<file path="config.mk">
export PLATFORM = sky130hd
export DESIGN_NAME = header_uart_sender
export DESIGN_NICKNAME = d
export VERILOG_FILES = /design/src/rtl/header_uart_sender.sv
export SDC_FILE = /design/constraint.sdc
export NUM_CORES = 1
export LEC_CHECK = 0
export ABC_AREA = 0
export CAP_MARGIN = 5
export CORE_AREA = 2 2 265 267
export DETAILED_ROUTE_END_ITERATION = 8
export DIE_AREA = 0 0 267 269
export PLACE_DENSITY = 0.79
export SLEW_MARGIN = 20
export SYNTH_ARGS = -nofsm -noshare
export SYNTH_HDL_FRONTEND = slang
export SYNTH_SLANG_ARGS = --single-unit
</file>
<file path="constraint.sdc">
create_clock -name clock -period 21.5 [get_ports clock]
set_input_delay 4.3 -clock clock [delete_from_list [all_inputs] [get_ports clock]]
set_output_delay 4.3 -clock clock [all_outputs]
set_load 0.005 [all_outputs]
</file>
<file path="src/rtl/header_uart_sender.sv">
// header_uart_sender: streams a 640-bit header as 80 bytes of 8N1,
// then collects the 4-byte nonce reply coming back on rxd.

module header_uart_sender #(
  parameter int CLKS_PER_BIT   = 434,
  parameter int TIMEOUT_CYCLES = 50_000_000
) (
  input  logic         clock,
  input  logic         reset,
  input  logic         start,
  input  logic [639:0] header,
  output logic         txd,
  input  logic         rxd,
  output logic         busy,
  output logic         done,
  output logic         timed_out,
  output logic         frame_err,
  output logic [31:0]  nonce_out,
  output logic [6:0]   bytes_sent
);

  localparam int TW = $clog2(CLKS_PER_BIT);
  localparam int OW = $clog2(TIMEOUT_CYCLES + 1);

  localparam logic [TW-1:0] BIT_LAST  = TW'(CLKS_PER_BIT - 1);
  localparam logic [TW-1:0] HALF_LAST = TW'(CLKS_PER_BIT / 2 - 1);
  localparam logic [TW-1:0] T_ONE     = TW'(1);
  localparam logic [OW-1:0] TMO_MAX   = OW'(TIMEOUT_CYCLES);
  localparam logic [OW-1:0] TMO_ONE   = OW'(1);
  localparam logic [6:0]    NBYTES    = 7'd80;

  typedef enum logic [3:0] {
    S_IDLE,
    S_TX_START,
    S_TX_DATA,
    S_TX_STOP,
    S_RX_WAIT,
    S_RX_START,
    S_RX_DATA,
    S_RX_STOP,
    S_FINISH
  } state_t;

  state_t r_state;
  state_t w_state_nxt;

  logic [TW-1:0] r_timer;
  logic [TW-1:0] w_timer_nxt;
  logic [2:0]    r_bit;
  logic [2:0]    w_bit_nxt;
  logic [639:0]  r_hdr;
  logic [639:0]  w_hdr_nxt;
  logic [6:0]    r_bytes;
  logic [6:0]    w_bytes_nxt;
  logic [OW-1:0] r_tmo;
  logic [OW-1:0] w_tmo_nxt;
  logic [OW-1:0] w_tmo_inc;
  logic [7:0]    r_rx_byte;
  logic [7:0]    w_rx_byte_nxt;
  logic [1:0]    r_rx_cnt;
  logic [1:0]    w_rx_cnt_nxt;
  logic [31:0]   r_nonce;
  logic [31:0]   w_nonce_nxt;
  logic          r_tout;
  logic          w_tout_nxt;
  logic          r_ferr;
  logic          w_ferr_nxt;
  logic          r_txd;
  logic          w_txd_nxt;
  logic          r_busy;
  logic          r_done;
  logic          r_rx_meta;
  logic          r_rx_sync;
  logic          r_rx_prev;
  logic          w_bit_end;
  logic          w_half_end;
  logic          w_rx_fall;
  logic [7:0]    w_tx_byte;

  assign w_bit_end  = (r_timer == BIT_LAST);
  assign w_half_end = (r_timer == HALF_LAST);
  assign w_rx_fall  = r_rx_prev & ~r_rx_sync;
  assign w_tmo_inc  = (r_tmo >= TMO_MAX) ? r_tmo : r_tmo + TMO_ONE;
  assign w_tx_byte  = w_hdr_nxt[639:632];

  assign txd        = r_txd;
  assign busy       = r_busy;
  assign done       = r_done;
  assign timed_out  = r_tout;
  assign frame_err  = r_ferr;
  assign nonce_out  = r_nonce;
  assign bytes_sent = r_bytes;

  // rxd is asynchronous; r_rx_prev only feeds the falling-edge detect
  always_ff @(posedge clock) begin
    if (reset) begin
      r_rx_meta <= 1'b1;
      r_rx_sync <= 1'b1;
      r_rx_prev <= 1'b1;
    end else begin
      r_rx_meta <= rxd;
      r_rx_sync <= r_rx_meta;
      r_rx_prev <= r_rx_sync;
    end
  end

  always_comb begin
    w_state_nxt   = r_state;
    w_timer_nxt   = r_timer;
    w_bit_nxt     = r_bit;
    w_hdr_nxt     = r_hdr;
    w_bytes_nxt   = r_bytes;
    w_tmo_nxt     = r_tmo;
    w_rx_byte_nxt = r_rx_byte;
    w_rx_cnt_nxt  = r_rx_cnt;
    w_nonce_nxt   = r_nonce;
    w_tout_nxt    = r_tout;
    w_ferr_nxt    = r_ferr;
    unique case (r_state)
      S_IDLE: begin
        if (start) begin
          w_hdr_nxt   = header;
          w_nonce_nxt = '0;
          w_tout_nxt  = 1'b0;
          w_ferr_nxt  = 1'b0;
          w_bytes_nxt = '0;
          w_timer_nxt = '0;
          w_state_nxt = S_TX_START;
        end
      end
      S_TX_START: begin
        if (w_bit_end) begin
          w_timer_nxt = '0;
          w_bit_nxt   = '0;
          w_state_nxt = S_TX_DATA;
        end else begin
          w_timer_nxt = r_timer + T_ONE;
        end
      end
      S_TX_DATA: begin
        if (w_bit_end) begin
          w_timer_nxt = '0;
          if (r_bit == 3'd7) begin
            w_state_nxt = S_TX_STOP;
          end else begin
            w_bit_nxt = r_bit + 3'd1;
          end
        end else begin
          w_timer_nxt = r_timer + T_ONE;
        end
      end
      S_TX_STOP: begin
        if (w_bit_end) begin
          w_timer_nxt = '0;
          w_bytes_nxt = r_bytes + 7'd1;
          if (r_bytes == NBYTES - 7'd1) begin
            w_tmo_nxt    = '0;
            w_rx_cnt_nxt = '0;
            w_state_nxt  = S_RX_WAIT;
          end else begin
            w_hdr_nxt   = {r_hdr[631:0], 8'h00};
            w_state_nxt = S_TX_START;
          end
        end else begin
          w_timer_nxt = r_timer + T_ONE;
        end
      end
      S_RX_WAIT: begin
        if (w_rx_fall) begin
          w_timer_nxt = '0;
          w_state_nxt = S_RX_START;
        end else begin
          w_tmo_nxt = w_tmo_inc;
          if (w_tmo_inc == TMO_MAX) begin
            w_tout_nxt  = 1'b1;
            w_state_nxt = S_FINISH;
          end
        end
      end
      S_RX_START: begin
        // a start bit that is high again at mid-bit was a glitch
        if (w_half_end) begin
          w_timer_nxt = '0;
          w_bit_nxt   = '0;
          w_state_nxt = r_rx_sync ? S_RX_WAIT : S_RX_DATA;
        end else begin
          w_timer_nxt = r_timer + T_ONE;
        end
      end
      S_RX_DATA: begin
        if (w_bit_end) begin
          w_timer_nxt   = '0;
          w_rx_byte_nxt = {r_rx_sync, r_rx_byte[7:1]};
          if (r_bit == 3'd7) begin
            w_state_nxt = S_RX_STOP;
          end else begin
            w_bit_nxt = r_bit + 3'd1;
          end
        end else begin
          w_timer_nxt = r_timer + T_ONE;
        end
      end
      S_RX_STOP: begin
        if (w_bit_end) begin
          w_timer_nxt = '0;
          if (!r_rx_sync) begin
            w_ferr_nxt  = 1'b1;
            w_state_nxt = S_FINISH;
          end else begin
            w_nonce_nxt  = {r_nonce[23:0], r_rx_byte};
            w_rx_cnt_nxt = r_rx_cnt + 2'd1;
            w_tmo_nxt    = '0;
            w_state_nxt  = (r_rx_cnt == 2'd3) ? S_FINISH : S_RX_WAIT;
          end
        end else begin
          w_timer_nxt = r_timer + T_ONE;
        end
      end
      S_FINISH: begin
        w_state_nxt = S_IDLE;
      end
      default: begin
        w_state_nxt = S_IDLE;
      end
    endcase
  end

  // txd is registered from the next-state view so the line never glitches
  always_comb begin
    w_txd_nxt = 1'b1;
    unique case (w_state_nxt)
      S_TX_START: w_txd_nxt = 1'b0;
      S_TX_DATA:  w_txd_nxt = w_tx_byte[w_bit_nxt];
      default:    w_txd_nxt = 1'b1;
    endcase
  end

  always_ff @(posedge clock) begin
    if (reset) begin
      r_state   <= S_IDLE;
      r_timer   <= '0;
      r_bit     <= '0;
      r_bytes   <= '0;
      r_tmo     <= '0;
      r_rx_byte <= '0;
      r_rx_cnt  <= '0;
      r_nonce   <= '0;
      r_tout    <= 1'b0;
      r_ferr    <= 1'b0;
      r_txd     <= 1'b1;
      r_busy    <= 1'b0;
      r_done    <= 1'b0;
    end else begin
      r_state   <= w_state_nxt;
      r_timer   <= w_timer_nxt;
      r_bit     <= w_bit_nxt;
      r_bytes   <= w_bytes_nxt;
      r_tmo     <= w_tmo_nxt;
      r_rx_byte <= w_rx_byte_nxt;
      r_rx_cnt  <= w_rx_cnt_nxt;
      r_nonce   <= w_nonce_nxt;
      r_tout    <= w_tout_nxt;
      r_ferr    <= w_ferr_nxt;
      r_txd     <= w_txd_nxt;
      r_busy    <= (w_state_nxt != S_IDLE);
      r_done    <= (w_state_nxt == S_FINISH);
    end
  end

  always_ff @(posedge clock) begin
    r_hdr <= w_hdr_nxt;
  end

endmodule

</file>
**Word level (Yosys, flattened, before mapping)**

Index checks and enable logic that the tools add are counted.

- RAM bits: 0
- Bits in latches: 0
- Input bits: 644
- ROM bits: 0
- Bits in registers: 739
- Logic and storage cells: 131
- Output and inout bits: 44
- Memories: 0

- $mul: 0
- Add/sub/neg operators: 5
- Shift-type cells: 0
- Equal/unequal tests: 26
- Reductions and logical operators: 19
- Divide/modulo/power cells: 0
- $lt $le $gt $ge: 2
- Multiplexer cells: 59
- Bitwise gates (word level): 2

Operators with widths:

| operator | number |
|---|---|
| $mux W640 | 3 |
| $pmux W640 S2 | 1 |
| $mux W26 | 6 |
| $mux W32 | 3 |
| $pmux W26 S3 | 1 |
| $pmux W32 S2 | 1 |
| $mux W4 | 13 |
| $mux W9 | 4 |
| $pmux W9 S4 | 1 |
| $pmux W4 S8 | 1 |
| $add A26 B1 Y26 const B | 1 |
| $eq A26 B26 Y1 const B | 1 |
| $ge A26 B26 Y1 const B | 1 |
| $ne A2 B2 Y1 const B | 10 |
| $eq A4 B3 Y1 const B | 4 |
| $reduce_and A4 Y1 | 4 |
| $mux W3 | 5 |
| $mux W7 | 2 |
| $pmux W7 S2 | 1 |
| $eq A4 B2 Y1 const B | 3 |
| $mux W2 | 5 |
| $add A9 B1 Y9 const B | 1 |
| $eq A9 B8 Y1 const B | 1 |
| $eq A9 B9 Y1 const B | 1 |
| other kinds (26) | 39 |

**Logic depth before layout (Yosys ltp)**

Gate-level depths: netlist of run 1.

- Depth after elaboration: 8
- Gate-level depth with buffers: 12
- Gate-level depth less buffers: 10

**Worst setup path after synthesis of run 1**

OpenSTA, ideal clock, no wires.

- Kind: input -> register
- From: input start
- To: register r_hdr[0] (enable)
- Path buffers: 0
- Library setup time: 0.977 ns
- Stages: 3
- Required time: 20.523 ns
- Slack: 3.705 ns
- Data arrival time: 16.818 ns
- Cell sequence: nand2_1 -> a211o_1 -> inv_1

- Cells in the longest elaborated chain, start to end: 2

RTL lines:

| what | line | RTL |
|---|---|---|
| from (decl) | 10 | `input logic start,` |
| $ne A2 B2 Y1 (no source line) | n/a |  |
| $reduce_and A4 Y1 (no source line) | n/a |  |
| to (signal assigned) | 271 | `r_hdr <= w_hdr_nxt;` |
| to (decl) | 51 | `logic [639:0] r_hdr;` |

No other way between the ends.
A chain may end at the register's enable or synchronous reset.

==> results.cfg, run 1 <==
[setup_path]
r2r_cells = 11
worst_setup_path_end_kind = flop
path_delay_family = buffers and inverters
regToRegEndpoint = r_hdr[522]
r2r_setup_slack_ps = 15860
crit_top_cell = buf_4
crit_path_max_incr_delay_ps = 920
critical_path.cell_chain = clkdlybuf4s50_1 > and3_4 > buf_4 > buf_4 > buf_4 > a22o_1
rr_startpoint = r_timer[0]
critPathLaunchType = input port
arrival_ps = 8840
crit_type = input port to flop
critPathBufInv = 4
cp_slowest_cell = buf_4
critPathMaxFanout = 97
worstPathRequired_ps = 21980

[min_path]
min_from = r_rx_meta
hold_path_end = r_rx_sync
hold_depth = 1
hold_path.class = flop to flop

[timing]
fin_crit_sh_pct = 38.9
setup_slack_ps = 13140
fin_crit_ps = 8360
fin_skew_ps = 31.5
rsz0062_at_grt = no
slew_headroom_pct = 26.7
hold_violations = 0
finalSetupViolCount = 0
maxSlewViolCount = 0
worstMarginPinSlew_ps = 1100
fin_setup_tns_ps = 0
fmax_mhz = 120

[drt]
wire_per_inst_um = 26.0
vias = 22400
firstDrtPassIters = 5
drt_iter0_drc = 2521
drcViolationCount = 0
drt_wl_total_um = 97600
avgViaCountPerCell = 5.95
ant_nets = 0

[cells_and_area]
stdcell_count = 3758
drive_above_1_share_pct = 6.08
fillers = 5303
multi_input_area_sq_um = 8870
area_growth_syn_to_layout_pct = 32.8
fin_nets = 3377
regArea_sq_um = 21100

[die]
pin_count = 688
rows = 97
die-width_um = 267
core_region_area_sq_um = 69300
initial_utilization_pct = 44.4
die_h_um = 269
die_area_sq_um = 71800

[global_routing]
grt_max_degree = 134
grt_pass1_vias = 21600
grt_pass1_wl_um = 136000
grt_usage_pct = 25.6
antenna_found_initial = 48
grt_overflow = 0

[clock_network]
cts_buffers = 79
root_buffer = clkbuf_16
clockBufferDepth = 3
cts_tree = yes
clk_pin_slew_ps = 60
post_cts_buffers = 0
cts_sinks = 739
ctsHoldBuffers = 0
clk-insertion-delay-late_ps = 640
ctsResizeCount = 0
cts-htree-levels = 3

[place]
dpl.hpwl_um = 67900
pre_cts_ws_ps = 12460
dpl.cell_count = 3583
routabilityCongestion = 0.926
port_buffers = 687

[logic_synthesis]
synth_ff_type = edfxtp_1
synth_fp_nets = 2781
syn_area_sq_um = 30800
yosysWarnings = 0
syn_inst = 2129
synth_area_per_cell_sq_um = 14.4
synth_edf_count = 632
ys_ff_latch = 739
synth.distinct_cells = 79
ys_async_sr_fraction_pct = 0
ys_seq_area_share_pct = 68.7

[pwr]
powerDensity_nw_per_um2 = 81.1
cellLeakagePower_nw = 14.0
vdd_drop_max_mv = 0.0688

[job]
maxCapViolCount = 0

[outcome]
status = complete, no violations
## cells in the mapped netlist, drive strengths merged (4+ instances only)
master	instances	area, sq um
a221o	8	80.1
a31oi	5	31.3
o21ai	27	135
and3	13	86.3
nand3	56	280
and4	5	46.3
a22o	625	5470
a21oi	61	305
xnor2	9	78.8
mux2i	14	140
and2	13	81.3
dfxtp	107	2140
nand2	82	308
or2	8	52.6
or4	7	60.1
clkbuf	181	682
edfxtp	632	19000
buf	17	83.8
nor3	32	160
xor2	13	114
or3	4	25.0
nor2	66	248
a22oi	6	45.0
nand2b	6	37.5
nand4	22	144
a311oi	9	78.8
inv	15	56.3
nor4	6	43.8
ha	8	100
nand4b	5	43.8
a21o	4	30.0
a211oi	9	77.6
## through the flow
stage,cell area (sq um),power (mW),util (%),hold WS [ps]
finish,40800,3.31,58.9,422
global placement,38300,2.02,55.2,402
floorplan,30800,1.90,-,389
global route,40800,3.41,58.9,430
CTS,40700,3.33,58.8,425
detailed placement,38300,2.03,55.2,405
## placed cells by master (no fill, tap or decap), drive strengths merged, types with 37 or more instances in the layout
| master | n |
|---|---|
| a22o | 625 |
| clkbuf | 92 |
| edfxtp | 632 |
| nand3 | 56 |
| nand2 | 82 |
| a21oi | 61 |
| clkdlybuf4s50 | 686 |
| diode | 37 |
| nor2 | 66 |
| dfxtp | 107 |
## routing by layer
metal	up-vias	share of wire, %	global-route usage (%)
li1	9916	-	-
met1	11100	39	32.5
met2	1136	48	41.0
met3	191	9.5	6.99
met4	12	3.6	12.1
met5	-	0.075	0
## state kept, by name, indices dropped and copies added (netlist names), 2 cells and up
name and cells:
r_hdr 640, nonce_out 32, r_tmo 26, r_timer 9, r_rx_byte 8, bytes_sent 7
r_state 4, r_bit 3, r_rx_cnt 2
## report_power, final
| group | internal (mW) | switching, mW | leakage [nW] |
|---|---|---|---|
| registers | 1.67 | 0.0424 | 7.13 |
| logic | 0.168 | 0.129 | 5.70 |
| clock network | 0.718 | 0.581 | 1.19 |
## layout make-up
| cell class | instances | area share [%] |
|---|---|---|
| sequential | 739 | 51.7 |
| multi-input combinational | 1177 | 21.7 |
| timing repair buffer | 713 | 17.3 |
| clock buffer | 92 | 5.04 |
| tap | 940 | 2.88 |
| clock inverter | 45 | 0.940 |
| antenna | 37 | 0.227 |
| inverter | 15 | 0.156 |
## worst register-to-register path, cell delays in order (launching register included)
cell	delay (ps)
dfxtp_1	470
ha_1	190
nor4bb_1	270
buf_4	220
and2_1	420
nand4_1	150
a211o_1	440
inv_8	550
buf_4	770
buf_4	680
buf_12	330
buf_4	730
## how the worst max path moves through the flow
stage	from	slack, ps	depth (start not counted)	to
floorplan	start	3710	3	r_hdr[0]
global placement	start	12630	7	r_hdr[522]
detailed placement	start	12460	7	r_hdr[577]
CTS	start	13120	7	r_hdr[514]
global route	start	12900	6	r_hdr[252]
finish	start	13140	6	r_hdr[285]
## cell families after synthesis
family                     Yosys count  share of synthesized area [%]
AOI/OAI and AO/OA                  788                           21.4
muxes                               15                          0.492
adders and majority gates            8                          0.326
and+or+nand+nor                    344                           5.83
DFF                                739                           68.7
buffers and inverters              213                           2.67
xor gates and xnor gates            22                          0.627
Power figures use the tool's default switching activity.
==> run 2: changes to the inputs <==
clock period = 8.3 ns   (was 21.5 ns; I/O delays follow)
==> results.cfg, run 2 (synthesis gave the netlist of run 1 again) <==
[outcome]
status = complete, no violations

[place]
dpl_cell_area_sq_um = 38300
port_buffers = 687
routabilityCongestion = 0.933
dpl.hpwl_um = 66100

[timing]
worstMarginPinSlew_ps = 1280
rsz0062_at_grt = no
slew_headroom_pct = 14.9
hold_violations = 0
fin_crit_sh_pct = 52.6
fmax_mhz = 229
fin_crit_ps = 4360
fin_skew_ps = 27.2
maxSlewViolCount = 0
fin_setup_tns_ps = 0
finalSetupViolCount = 0

[clock_network]
clk_pin_slew_ps = 60
cts_tree = yes
root_buffer = clkbuf_16
clk-insertion-delay-late_ps = 640
ctsHoldBuffers = 0
ctsResizeCount = 0
cts_sinks = 739
cts-htree-levels = 3
cts_buffers = 80
post_cts_buffers = 0
clockBufferDepth = 3

[die]
die_area_sq_um = 71800
core_region_area_sq_um = 69300
pin_count = 688
die-width_um = 267
initial_utilization_pct = 44.4
rows = 97
die_h_um = 269

[min_path]
min_from = r_rx_meta
hold_path_end = r_rx_sync
hold_path.class = flop to flop
hold_depth = 1

[cells_and_area]
area_growth_syn_to_layout_pct = 33.5
fin_nets = 3372
design_area_sq_um = 41100
largest_reg_flops = 640
drive_above_1_share_pct = 5.96
layout.cells.most_common_list = 686 x clkdlybuf4s50_1, 632 x edfxtp_1, 625 x a22o_1
final_common_cell = clkdlybuf4s50_1
top_register = r_hdr

[setup_path]
cp_slowest_cell = buf_4
path_delay_family = buffers and inverters
crit_type = input port to flop
crit_path_max_incr_delay_ps = 660
rr_startpoint = r_timer[0]
worstPathRequired_ps = 8780
path_depth = 5
regToRegEndpoint = r_hdr[569]
r2r_cells = 9
arrival_ps = 4850
critPathBufInv = 3
r2r_setup_slack_ps = 4140
worst_setup_path_end_kind = flop
critPathMaxFanout = 245
critical_path.cell_chain = clkdlybuf4s50_1 > and3_4 > buf_4 > buf_12 > a22o_1
critPathLaunchType = input port

[drt]
avgViaCountPerCell = 5.98
wire_per_inst_um = 25.6
ant_nets = 0
drt_iter0_drc = 2703
drt_wl_total_um = 95900
firstDrtPassIters = 8
drcViolationCount = 0
vias = 22400

[global_routing]
grt_pass1_wl_um = 135000
grt_max_degree = 246
grt_pass1_vias = 21200
grt_usage_pct = 25.3
grt_overflow = 0
antenna_found_initial = 32

[pwr]
powerDensity_nw_per_um2 = 215
cellLeakagePower_nw = 14.1
switching_share_pct = 22.2
p_clk_share_pct = 41.0
p_sw_mw = 1.96
comb_power_share_pct = 8.7
p_int_mw = 6.87
seq_power_share_pct = 50.3
vdd_drop_max_mv = 0.163

[job]
maxCapViolCount = 0
[run 2: cell types whose count changed in the layout (fill, tap and decap cells not counted), sizes merged]
cell      change
inv           -2
diode        -19
clkinv        +1
bufinv        +7
clkbuf        +3
buf           -6
clkinvlp      -1
[run 2: power by group through the flow]
stage	clock [mW]	combinational (mW)	sequential, mW
after detailed placement	0	0.756	4.51
after CTS	3.69	0.760	4.44
final	3.62	0.768	4.44
after global placement	0	0.733	4.51
after floorplan	0	0.344	4.53
after global routing	3.82	0.814	4.46
[run 2: cell type report]
class	instances	area, sq um
fill	5260	28200
sequential	739	21100
multi-input combinational	1177	8880
timing repair buffer	707	7120
clock buffer	95	2090
tap	940	1180
clock inverter	50	562
inverter	15	60.1
antenna	18	45.0
[run 2: metal layers]
layer | share of wire [%] | global-route usage [%] | wire [um]
met5 | 0.14 | 0 | 137
met4 | 2.5 | 8.87 | 2440
met3 | 9.1 | 6.29 | 8690
met2 | 49 | 41.3 | 46800
met1 | 39 | 32.9 | 37900
[run 2: worst max path at each step]
stage / slack (ps) / endpoint / start
2_1_floorplan: -3480 / r_hdr[0] / start
5_1_grt: 3880 / r_hdr[112] / start
3_3_place_gp: 3500 / r_hdr[112] / start
3_5_place_dp: 3460 / r_hdr[9] / start
4_1_cts: 4100 / r_hdr[112] / start
6_report: 3940 / r_hdr[449] / start
[run 2: through the flow]
| stage | utilization [%] | total power, mW | instances | hold WS (ps) | setup slack [ps] |
|---|---|---|---|---|---|
| after floorplan | - | 4.88 | 2129 | 389 | -3480 |
| after global placement | 55.3 | 5.24 | 3577 | 402 | 3500 |
| after detailed placement | 55.3 | 5.27 | 3577 | 402 | 3460 |
| after CTS | 59.1 | 8.89 | 3722 | 425 | 4100 |
| after global routing | 59.2 | 9.10 | 3739 | 445 | 3880 |
| final | 59.2 | 8.83 | 3741 | 417 | 3940 |
==> run 3: changes to the inputs <==
PLACE_DENSITY = 0.82   (was 0.79)
clock period = 4 ns   (was 8.3 ns; I/O delays follow)
==> results.cfg, run 3 (synthesis gave the netlist of run 1 again) <==
[outcome]
status = complete, no violations

[drt]
wire_per_inst_um = 26.1
drt_wl_total_um = 98600
drcViolationCount = 0
avgViaCountPerCell = 6.01
vias = 22700
ant_nets = 0
drt_iter0_drc = 2663
firstDrtPassIters = 6

[clock_network]
clk-insertion-delay-late_ps = 630
ctsResizeCount = 0
post_cts_buffers = 0
ctsHoldBuffers = 0
cts_sinks = 739
cts-htree-levels = 3
cts_buffers = 78
root_buffer = clkbuf_16
cts_tree = yes
clk_pin_slew_ps = 60
clockBufferDepth = 3

[global_routing]
antenna_found_initial = 43
grt_usage_pct = 26.1
grt_pass1_vias = 21800
grt_max_degree = 151
grt_overflow = 0
grt_pass1_wl_um = 139000

[setup_path]
rr_startpoint = r_tmo[0]
crit_type = flop to flop
path_delay_family = simple AND/OR/NAND/NOR gates
critPathBufInv = 1
critical_path.cell_chain = ha_1 > inv_1 > or4_4 > a311o_1 > xor2_1 > a221oi_2 > and4bb_1 > or4b_4 > a211oi_2
critPathLaunchType = flop
crit_path_start = r_tmo[0]
worstPathRequired_ps = 4550
cp_slowest_cell = or4_4
crit_path_max_incr_delay_ps = 590
critPathMaxFanout = 9
arrival_ps = 4020
worst_setup_path_end_kind = flop

[timing]
finalSetupViolCount = 0
hold_slack_ps = 425
fmax_mhz = 288
slew_headroom_pct = 39.4
fin_crit_ps = 3470
hold_violations = 0
maxSlewViolCount = 0
worstMarginPinSlew_ps = 901
fin_crit_sh_pct = 86.8
fin_skew_ps = 26.6
rsz0062_at_grt = no

[pwr]
p_clk_share_pct = 39.9
p_int_mw = 14.0
powerDensity_nw_per_um2 = 437
vdd_drop_max_mv = 0.339
cellLeakagePower_nw = 14.2
switching_share_pct = 22.6
comb_power_share_pct = 9.2
seq_power_share_pct = 50.9
p_sw_mw = 4.08

[die]
pin_count = 688
initial_utilization_pct = 44.4
rows = 97
core_region_area_sq_um = 69300
die-width_um = 267
die_h_um = 269
die_area_sq_um = 71800

[place]
dpl.hpwl_um = 69700
dpl.cell_count = 3608
routabilityCongestion = 0.935
port_buffers = 687

[cells_and_area]
fin_nets = 3400
top_register = r_hdr
fillers = 5124
layout.cells.most_common_list = 686 x clkdlybuf4s50_1, 632 x edfxtp_1, 625 x a22o_1
regArea_sq_um = 21100
final_common_cell = clkdlybuf4s50_1
drive_above_1_share_pct = 7.12
largest_reg_flops = 640
stdcell_count = 3780
area_growth_syn_to_layout_pct = 34.4
multi_input_area_sq_um = 8860

[job]
maxCapViolCount = 0

[min_path]
hold_path.class = flop to flop
min_from = r_rx_meta
-- run 3: cell count changes in the layout (fill, tap and decap cells not counted), sizes merged --
cell      change
clkinv       -11
buf          +30
bufinv        -5
diode        +12
clkbuf       +12
clkinvlp      +1
-- run 3: metrics by stage --
stage / setup WS [ps] / util (%) / power, mW / TNS (ps) / instance area, sq um
after floorplan: -7270 / - / 10.1 / -4593360 / 30800
after global placement: 632 / 55.8 / 10.9 / 0 / 38700
after detailed placement: 566 / 55.8 / 11.0 / 0 / 38700
after CTS: 578 / 59.5 / 18.2 / 0 / 41200
after global routing: 417 / 59.6 / 18.6 / 0 / 41300
final: 528 / 59.6 / 18.1 / 0 / 41300
-- run 3: layout make-up --
| type | instances | share of cell area [%] |
|---|---|---|
| Tap cell | 940 | 2.85 |
| Multi-Input combinational cell | 1177 | 21.4 |
| Clock buffer | 107 | 5.19 |
| Antenna cell | 30 | 0.182 |
| Timing Repair Buffer | 737 | 18.1 |
| Sequential cell | 739 | 51.1 |
| Inverter | 15 | 0.145 |
| Clock inverter | 35 | 0.969 |
-- run 3: power groups by stage --
| stage | sequential [mW] | combinational (mW) | clock, mW |
|---|---|---|---|
| floorplan | 9.41 | 0.714 | 0 |
| global placement | 9.34 | 1.58 | 0 |
| detailed placement | 9.35 | 1.63 | 0 |
| CTS | 9.20 | 1.64 | 7.35 |
| global route | 9.24 | 1.75 | 7.61 |
| finish | 9.21 | 1.66 | 7.21 |
-- run 3: final timing paths --
path	to	slack, ps	cells after the start
setup / recovery	timed_out	530	9
hold / removal	r_rx_sync	420	1
setup reg to reg	timed_out	530	9
hold reg to reg	r_rx_sync	420	1
-- run 3: routing by layer --
layer	vias to the layer above	share of wire [%]	GRT usage, %
met5	-	0.15	0
met4	24	3.9	11.5
met3	226	9.3	6.54
met2	1274	48	41.4
met1	11200	39	34.2
li1	9955	-	-
